`src/rtl/ctech_lib_clkand_pkg.sv`:
```
// Shared types and helpers for the multi-channel clock-enable controller.
// State encoding is fixed so downstream debug tooling can decode it directly.
package ctech_lib_clkand_pkg;

  typedef enum logic [1:0] {
    OFF  = 2'd0,
    WAKE = 2'd1,
    ON   = 2'd2,
    HOLD = 2'd3
  } clkand_state_e;

  // Wake counter must hold WAKE_CYC; keep at least one bit for the WAKE_CYC=0 build.
  function automatic int wake_cnt_w(input int wake_cyc);
    int w;
    w = $clog2(wake_cyc + 1);
    return (w < 1) ? 1 : w;
  endfunction

endpackage

```
`src/rtl/ctech_lib_clkand_ch.sv`:
```
// One gating channel: OFF/WAKE/ON/HOLD policy with wake delay and hold-off.
// en/ack are registered from the next state so they change on the same edge as the state.
module ctech_lib_clkand_ch
  import ctech_lib_clkand_pkg::*;
#(
  parameter int WAKE_CYC = 2,
  parameter int HOLD_W   = 4
) (
  input  logic              clk,
  input  logic              rst_b,
  input  logic              want_i,
  input  logic [HOLD_W-1:0] hold_cycles_i,
  output logic              en_o,
  output logic              ack_o,
  output logic              idle_d_o
);

  localparam int               WCW       = wake_cnt_w(WAKE_CYC);
  localparam logic [WCW-1:0]   WAKE_LOAD = WCW'(WAKE_CYC);
  localparam logic [WCW-1:0]   WAKE_ONE  = WCW'(1);
  localparam logic [HOLD_W-1:0] HOLD_ONE = HOLD_W'(1);

  clkand_state_e     state_q, state_d;
  logic [WCW-1:0]    wake_cnt_q, wake_cnt_d;
  logic [HOLD_W-1:0] hold_cnt_q, hold_cnt_d;
  logic              en_q, ack_q;

  always_ff @(posedge clk or negedge rst_b) begin
    if (!rst_b) begin
      state_q    <= OFF;
      wake_cnt_q <= '0;
      hold_cnt_q <= '0;
      en_q       <= 1'b0;
      ack_q      <= 1'b0;
    end else begin
      state_q    <= state_d;
      wake_cnt_q <= wake_cnt_d;
      hold_cnt_q <= hold_cnt_d;
      en_q       <= (state_d != OFF);
      ack_q      <= (state_d == ON);
    end
  end

  always_comb begin
    state_d    = state_q;
    wake_cnt_d = wake_cnt_q;
    hold_cnt_d = hold_cnt_q;
    case (state_q)
      OFF: begin
        if (want_i) begin
          if (WAKE_CYC > 0) begin
            state_d    = WAKE;
            wake_cnt_d = WAKE_LOAD;
          end else begin
            state_d = ON;
          end
        end
      end
      // Wake runs to completion regardless of want so the domain always settles.
      WAKE: begin
        if (wake_cnt_q == WAKE_ONE) begin
          state_d    = ON;
          wake_cnt_d = '0;
        end else begin
          wake_cnt_d = wake_cnt_q - WAKE_ONE;
        end
      end
      ON: begin
        if (!want_i) begin
          if (hold_cycles_i != '0) begin
            state_d    = HOLD;
            hold_cnt_d = hold_cycles_i;
          end else begin
            state_d = OFF;
          end
        end
      end
      HOLD: begin
        if (want_i) begin
          state_d    = ON;
          hold_cnt_d = '0;
        end else if (hold_cnt_q == HOLD_ONE) begin
          state_d    = OFF;
          hold_cnt_d = '0;
        end else begin
          hold_cnt_d = hold_cnt_q - HOLD_ONE;
        end
      end
      default: state_d = OFF;
    endcase
  end

  assign en_o     = en_q;
  assign ack_o    = ack_q;
  assign idle_d_o = (state_d == OFF);

endmodule

```
`src/rtl/ctech_lib_clkand_ctrl.sv`:
```
// Multi-channel clock-enable controller feeding plain AND-style clock gates.
// all_idle is registered from the channels' next states so it tracks en on the same edge.
module ctech_lib_clkand_ctrl
  import ctech_lib_clkand_pkg::*;
#(
  parameter int NUM_CH   = 4,
  parameter int WAKE_CYC = 2,
  parameter int HOLD_W   = 4
) (
  input  logic              clk,
  input  logic              rst_b,
  input  logic [NUM_CH-1:0] req,
  input  logic [NUM_CH-1:0] force_on,
  input  logic [HOLD_W-1:0] hold_cycles,
  output logic [NUM_CH-1:0] en,
  output logic [NUM_CH-1:0] ack,
  output logic              all_idle
);

  logic [NUM_CH-1:0] idle_d;
  logic              all_idle_q;

  generate
    for (genvar gi = 0; gi < NUM_CH; gi++) begin : g_ch
      ctech_lib_clkand_ch #(
        .WAKE_CYC (WAKE_CYC),
        .HOLD_W   (HOLD_W)
      ) u_ch (
        .clk           (clk),
        .rst_b         (rst_b),
        .want_i        (req[gi] | force_on[gi]),
        .hold_cycles_i (hold_cycles),
        .en_o          (en[gi]),
        .ack_o         (ack[gi]),
        .idle_d_o      (idle_d[gi])
      );
    end
  endgenerate

  always_ff @(posedge clk or negedge rst_b) begin
    if (!rst_b) begin
      all_idle_q <= 1'b1;
    end else begin
      all_idle_q <= &idle_d;
    end
  end

  assign all_idle = all_idle_q;

endmodule

```
`config.mk`:
```
export PLATFORM = sky130hd
export DESIGN_NAME = ctech_lib_clkand_ctrl
export DESIGN_NICKNAME = d
export VERILOG_FILES = /design/src/rtl/ctech_lib_clkand_pkg.sv /design/src/rtl/ctech_lib_clkand_ch.sv /design/src/rtl/ctech_lib_clkand_ctrl.sv
export SDC_FILE = /design/constraint.sdc
export NUM_CORES = 1
export LEC_CHECK = 0
export BUFFER_PORTS_ARGS = -buffer_cell sky130_fd_sc_hd__buf_2
export CORE_MARGIN = 2
export CORE_UTILIZATION = 38
export DETAILED_ROUTE_END_ITERATION = 6
export PLACE_DENSITY = 0.59
export SLEW_MARGIN = 0
export SYNTH_ARGS = -nofsm -noshare
export SYNTH_HDL_FRONTEND = slang
export SYNTH_SLANG_ARGS = --single-unit
```
`constraint.sdc`:
```
create_clock -name clk -period 1.8 [get_ports clk]
set_clock_uncertainty 0.15 [all_clocks]
set_input_delay 0.27 -clock clk [delete_from_list [all_inputs] [get_ports clk]]
set_output_delay 0.27 -clock clk [all_outputs]
set_load 0.02 [all_outputs]
```
-- After elaboration in Yosys (flattened, before gate mapping)
Index checks and enable logic that the tools add are counted.
- reduce and logical (&&, ||, !) cells: 30
- equality and inequality tests: 36
- add/sub/neg operators: 8
- bitwise logic cells: 4
- mux-type cells: 54
- operators with widths (cell ; number):
    $mux 2 ; 29
    $mux 4 ; 13
    $pmux 2 s4 ; 4
    $pmux 4 s2 ; 4
    $eq 2x2->1 const B ; 12
    $reduce_bool 2->1 ; 12
    $eq 2x1->1 const B ; 8
    $eq 4x1->1 const B ; 4
    $logic_not 2->1 ; 8
    $pmux 2 s2 ; 4
    $sub 4x1->4 const B ; 4
    $ne 2x2->1 const B ; 7
    $reduce_and 3->1 ; 4
    $ne 2x1->1 const B ; 5
    $reduce_and 2->1 ; 4
    $sub 2x1->2 const B ; 4
    $or 1x1->1 ; 4
    $reduce_and 4->1 ; 1
    $reduce_bool 4->1 ; 1
- word-level logic and storage cells: 153
- bits of input ports: 14
- register bits after elaboration: 41

-- Logic depth before layout (Yosys ltp)
- word-level depth: 6
- mapped depth: 6
- gate-level depth less buffers: 6

-- By module
Synthesis repeated with hierarchy kept, for this count alone.
- cells, all modules: 273
- area, all modules: 2560.0 sq um
- modules (own cells, without submodules) (module ; cells each ; area an instance (sq um) ; times used ; seq. area each (sq um)):
    ctech_lib_clkand_ch (g_ch[0].u_ch ...) ; 67 ; 628.1 ; 3 ; 250.2
    ctech_lib_clkand_ch (g_ch[3].u_ch) ; 66 ; 615.6 ; 1 ; 250.2
    ctech_lib_clkand_ctrl ; 6 ; 60.1 ; 1 ; 26.3

-- Least setup slack after synthesis
No wires, ideal clock.
- path type: register -> register
- from: reg g_ch[1].u_ch.hold_cnt_q[1]
- to: reg all_idle_q (netlist: all_idle)
- stages on the path, launching flop included: 7
- data arrival time: 1640 ps
- slack: -54 ps
- setup time: 64 ps
- cell sequence: dfrtp_1 inv_1 ha_1 nor3b_1 nand2_1 a2111oi_0 and4_1
- longest elaborated chain between the ends: 6
- RTL lines (element ; RTL line ; source):
    from (decl) ; ctech_lib_clkand_ch.sv:25 ; logic [HOLD_W-1:0] hold_cnt_q, hold_cnt_d;
    from (signal assigned) ; ctech_lib_clkand_ch.sv:38 ; hold_cnt_q <= hold_cnt_d;
    $eq 4x1->1 ; ctech_lib_clkand_ch.sv:82 ; end else if (hold_cnt_q == HOLD_ONE) begin
    $mux 2 ; ctech_lib_clkand_ch.sv:82 ;
    $mux 2 ; ctech_lib_clkand_ch.sv:79 ; if (want_i) begin
    $pmux 2 s4 ; ctech_lib_clkand_ch.sv:48 ; case (state_q)
    $logic_not 2->1 ; ctech_lib_clkand_ch.sv:95 ; assign idle_d_o = (state_d == OFF);
    $reduce_and 4->1 ; ctech_lib_clkand_ctrl.sv:44 ; all_idle_q <= &idle_d;
    to (signal assigned) ; ctech_lib_clkand_ctrl.sv:44 ;
    to (decl) ; ctech_lib_clkand_ctrl.sv:21 ; logic all_idle_q;
Every way passes these cells.
A chain may end at the register's enable or synchronous reset.

-- Final worst setup path
- from: reg g_ch[1].u_ch.hold_cnt_q[0]
- to: reg g_ch[1].u_ch.hold_cnt_q[3]
- longest elaborated chain between the ends: 4
- elaborated cells on any way between the ends: 5
- RTL lines (element ; RTL line):
    $sub 4x1->4 or $eq 4x1->1 (tied branches) ; ctech_lib_clkand_ch.sv:86, ctech_lib_clkand_ch.sv:82
    $mux 4 (*) ; ctech_lib_clkand_ch.sv:82
    $mux 4 (*) ; ctech_lib_clkand_ch.sv:79
    $pmux 4 s2 (*) ; ctech_lib_clkand_ch.sv:48
Mark *: on every way between the ends. The rest lies on a longest branch, timed or not.

==> impl_metrics.env <==
export IMPL_status="finished clean"
export IMPL_min_delay_path_class="in -> reg"
export IMPL_grt_pass1_vias=1951
export IMPL_place_gp_congestion=0.8144
export IMPL_clock_latency_ps=300
export IMPL_track_usage_pct=15.70
export IMPL_final_min_clock_period_ps=1752
export IMPL_synth_yosys_seq_area_share_pct=43.37
export IMPL_post_route_worst_setup_slack_ps=48.38
export IMPL_drt_wl_total_mm=5.281
export IMPL_cts_sinks=41
export IMPL_layout_cells_most_common_list="dfrtp_1 (40), buf_4 (40), inv_1 (28)"
export IMPL_ys_warn_count=0
export IMPL_fraction_of_final_layout_cells_sized_beyond_drive_strength_1_pct=31.58
export IMPL_max_vdd_ir_drop_mv=0.6115
export IMPL_worstMarginPinSlew_ps=442.3
export IMPL_report_final_hold_viol_count=0
export IMPL_nNetsFinal=329
export IMPL_final_min_period_over_clock_period_pct=97.31
export IMPL_placeableCoreArea_um2=5956
export IMPL_fill_cells=552
export IMPL_synthesis_nets=274
export IMPL_timing_critical_path_from_type="register"
export IMPL_ioPinCount=23
export IMPL_total_standard_cell_area_after_synthesis_um2=2369
export IMPL_n_antenna_cell=0
export IMPL_synth_cells=248
export IMPL_viasPerCell=5.327
export IMPL_port_buffers=22
export IMPL_critPathArrivalTime_ps=1820
export IMPL_remaining_drc_errors=0
export IMPL_syn_avg_cell_area_um2=9.550
export IMPL_clk_pin_slew_worst_paths_ps=80
export IMPL_postSynthRegisterBits=41
export IMPL_critPathCaptureType="register"
export IMPL_fp_row_count=28
export IMPL_synth_async_sr_flop_share_pct=100.0
export IMPL_drv_cap=0
export IMPL_ant_nets=0
export IMPL_cp_data_required_time_ps=1870
export IMPL_dpl_worst_slack_ps=-103.1
export IMPL_fmaxAchievable_ghz=0.5709
export IMPL_final_core_utilization_pct=50.63
export IMPL_number_of_enable_type_register_cells_in_the_synthesized_netlist=0
export IMPL_htree_levels=2
export IMPL_setup_viol=0
export IMPL_dr_total_vias=2019
export IMPL_timing_setup_critical_path_class="reg -> reg"
export IMPL_drtIter0Drc=49
export IMPL_clockRootBuffer="clkbuf_8"
export IMPL_wl_per_cell_um=13.93
export IMPL_largest_fanout_of_any_net_on_the_critical_path=5
export IMPL_drv_slew=0
export IMPL_cts_buffers=5
export IMPL_drtPass1Iterations=4
export IMPL_powerDensity_nw_per_um2=1623
export IMPL_grt_max_degree=26
export IMPL_fp_dieH_um=82.95
export IMPL_antenna_found_initial=0
export IMPL_cts_path_max_buffers=2
export IMPL_initial_utilization_pct=39.77
export IMPL_grt_setup_unrepaired="true"
export IMPL_grt_first_pass_wirelength_mm=8.990
export IMPL_power_leakage_uw=0.001309
export IMPL_synthToLayoutAreaGrowth_pct=27.31
export IMPL_die_area_um2=6881
export IMPL_tritoncts="built"
export IMPL_slew_headroom_pct=70.27
export IMPL_synth_lib_cells_used_distinct=43
export IMPL_ys_flop_type="dfrtp_1"
export IMPL_die_w_um=82.95
export IMPL_grt_overflow_total=0
export IMPL_hpwl_mm=3.950
## cells by family (layout without fill, tap and decap cells)
family	Yosys count	count (layout)	synth area share (%)
flops	41	41	43.37
buf+inv	45	101	9.297
simple gates	64	64	15.11
compound gates	86	86	25.89
fa+ha+maj	12	12	6.339
## flip-flops by register name, indices dropped and copies added (netlist names)
name,cells
g_ch.u_ch.hold_cnt_q,16
g_ch.u_ch.state_q,8
g_ch.u_ch.wake_cnt_q,8
g_ch.u_ch.ack_o,4
g_ch.u_ch.en_o,4
all_idle,1
## layer usage
metal	track usage [%]	up-vias	wire length, µm
li1	-	1014	-
met1	20.75	963	2561
met2	25.22	35	2496
met3	3.678	7	148
met4	5.514	0	74
met5	0	-	0
## path summary, 6_finish.rpt
path,cells past startpoint,startpoint,endpoint,slack [ps]
max,7,g_ch[1].u_ch.hold_cnt_q[0],g_ch[1].u_ch.hold_cnt_q[3],50
min,4,req[2],g_ch[2].u_ch.en_o,170
max reg2reg,7,g_ch[1].u_ch.hold_cnt_q[0],g_ch[1].u_ch.hold_cnt_q[3],50
min reg2reg,1,g_ch[1].u_ch.wake_cnt_q[0],g_ch[1].u_ch.wake_cnt_q[0],340
max in group asynchronous,3,rst_b,g_ch[0].u_ch.hold_cnt_q[3],750
min in group asynchronous,2,rst_b,g_ch[3].u_ch.hold_cnt_q[3],270
## cell type report
cell class	count	area, µm²	area share [%]
Clock inverter	2	37.54	1.245
Timing Repair Buffer	64	440.4	14.61
Tap cell	75	93.84	3.112
Multi-Input combinational cell	162	1225	40.62
Sequential cell	41	1027	34.07
Clock buffer	6	82.58	2.739
Inverter	29	108.9	3.610
## cells in the mapped netlist (3+ instances only)
cell type   n  share of area [%]
a211oi_1    4                1.3
a21oi_1    21                4.4
a221oi_1    4                1.5
a32oi_1     8                3.0
buf_4      13                4.1
dfrtp_1    40                 42
ha_1       12                6.3
inv_1      29                4.6
nand2_1    11                1.7
nand2b_1    4                1.1
nand3_1     4               0.85
nor2_1     13                2.1
nor3_1      9                1.9
nor3b_1     5                1.6
nor4_1      6                1.6
o21a_1      9                2.9
o21ai_0    14                3.0
o22ai_1     8                2.1
o31ai_1     4                1.3
or3b_2      3                1.1
## stage by stage
stage	instances	power [µW]	TNS, ps	instance area (µm²)	hold WS (ps)
after floorplan	248	3242	0	2375	-175.6
after global placement	369	3913	-200.4	2780	69.74
after detailed placement	369	3960	-325.7	2780	75.04
after CTS	378	4787	0	2927	145.5
after global routing	379	5299	-251.6	3015	179.0
final	379	4893	0	3015	167.3
## what timing repair did
action | 4_1_cts | 5_1_grt
gates resized for setup | 3 | 15
pin swaps | 1 | 5
hold buffers | 1 | 0
setup endpoints to repair | 4 | 14
hold endpoints to repair | 15 | 0
setup buffers | 0 | 1
## critical path, stage by stage (launching register included)
cell	delay, ps
dfrtp_1	420
ha_4	170
nor3b_4	140
buf_4	150
nor4_4	210
buf_4	170
a32oi_1	90
o22ai_1	170
## where the power goes
| group | total, µW | internal, µW | switching, µW |
|---|---|---|---|
| sequential | 1600 | 1320 | 283 |
| combinational | 2500 | 1150 | 1350 |
| clock | 790 | 451 | 338 |
| total | 4890 | 2920 | 1970 |
(Power assumes the default switching activity.)
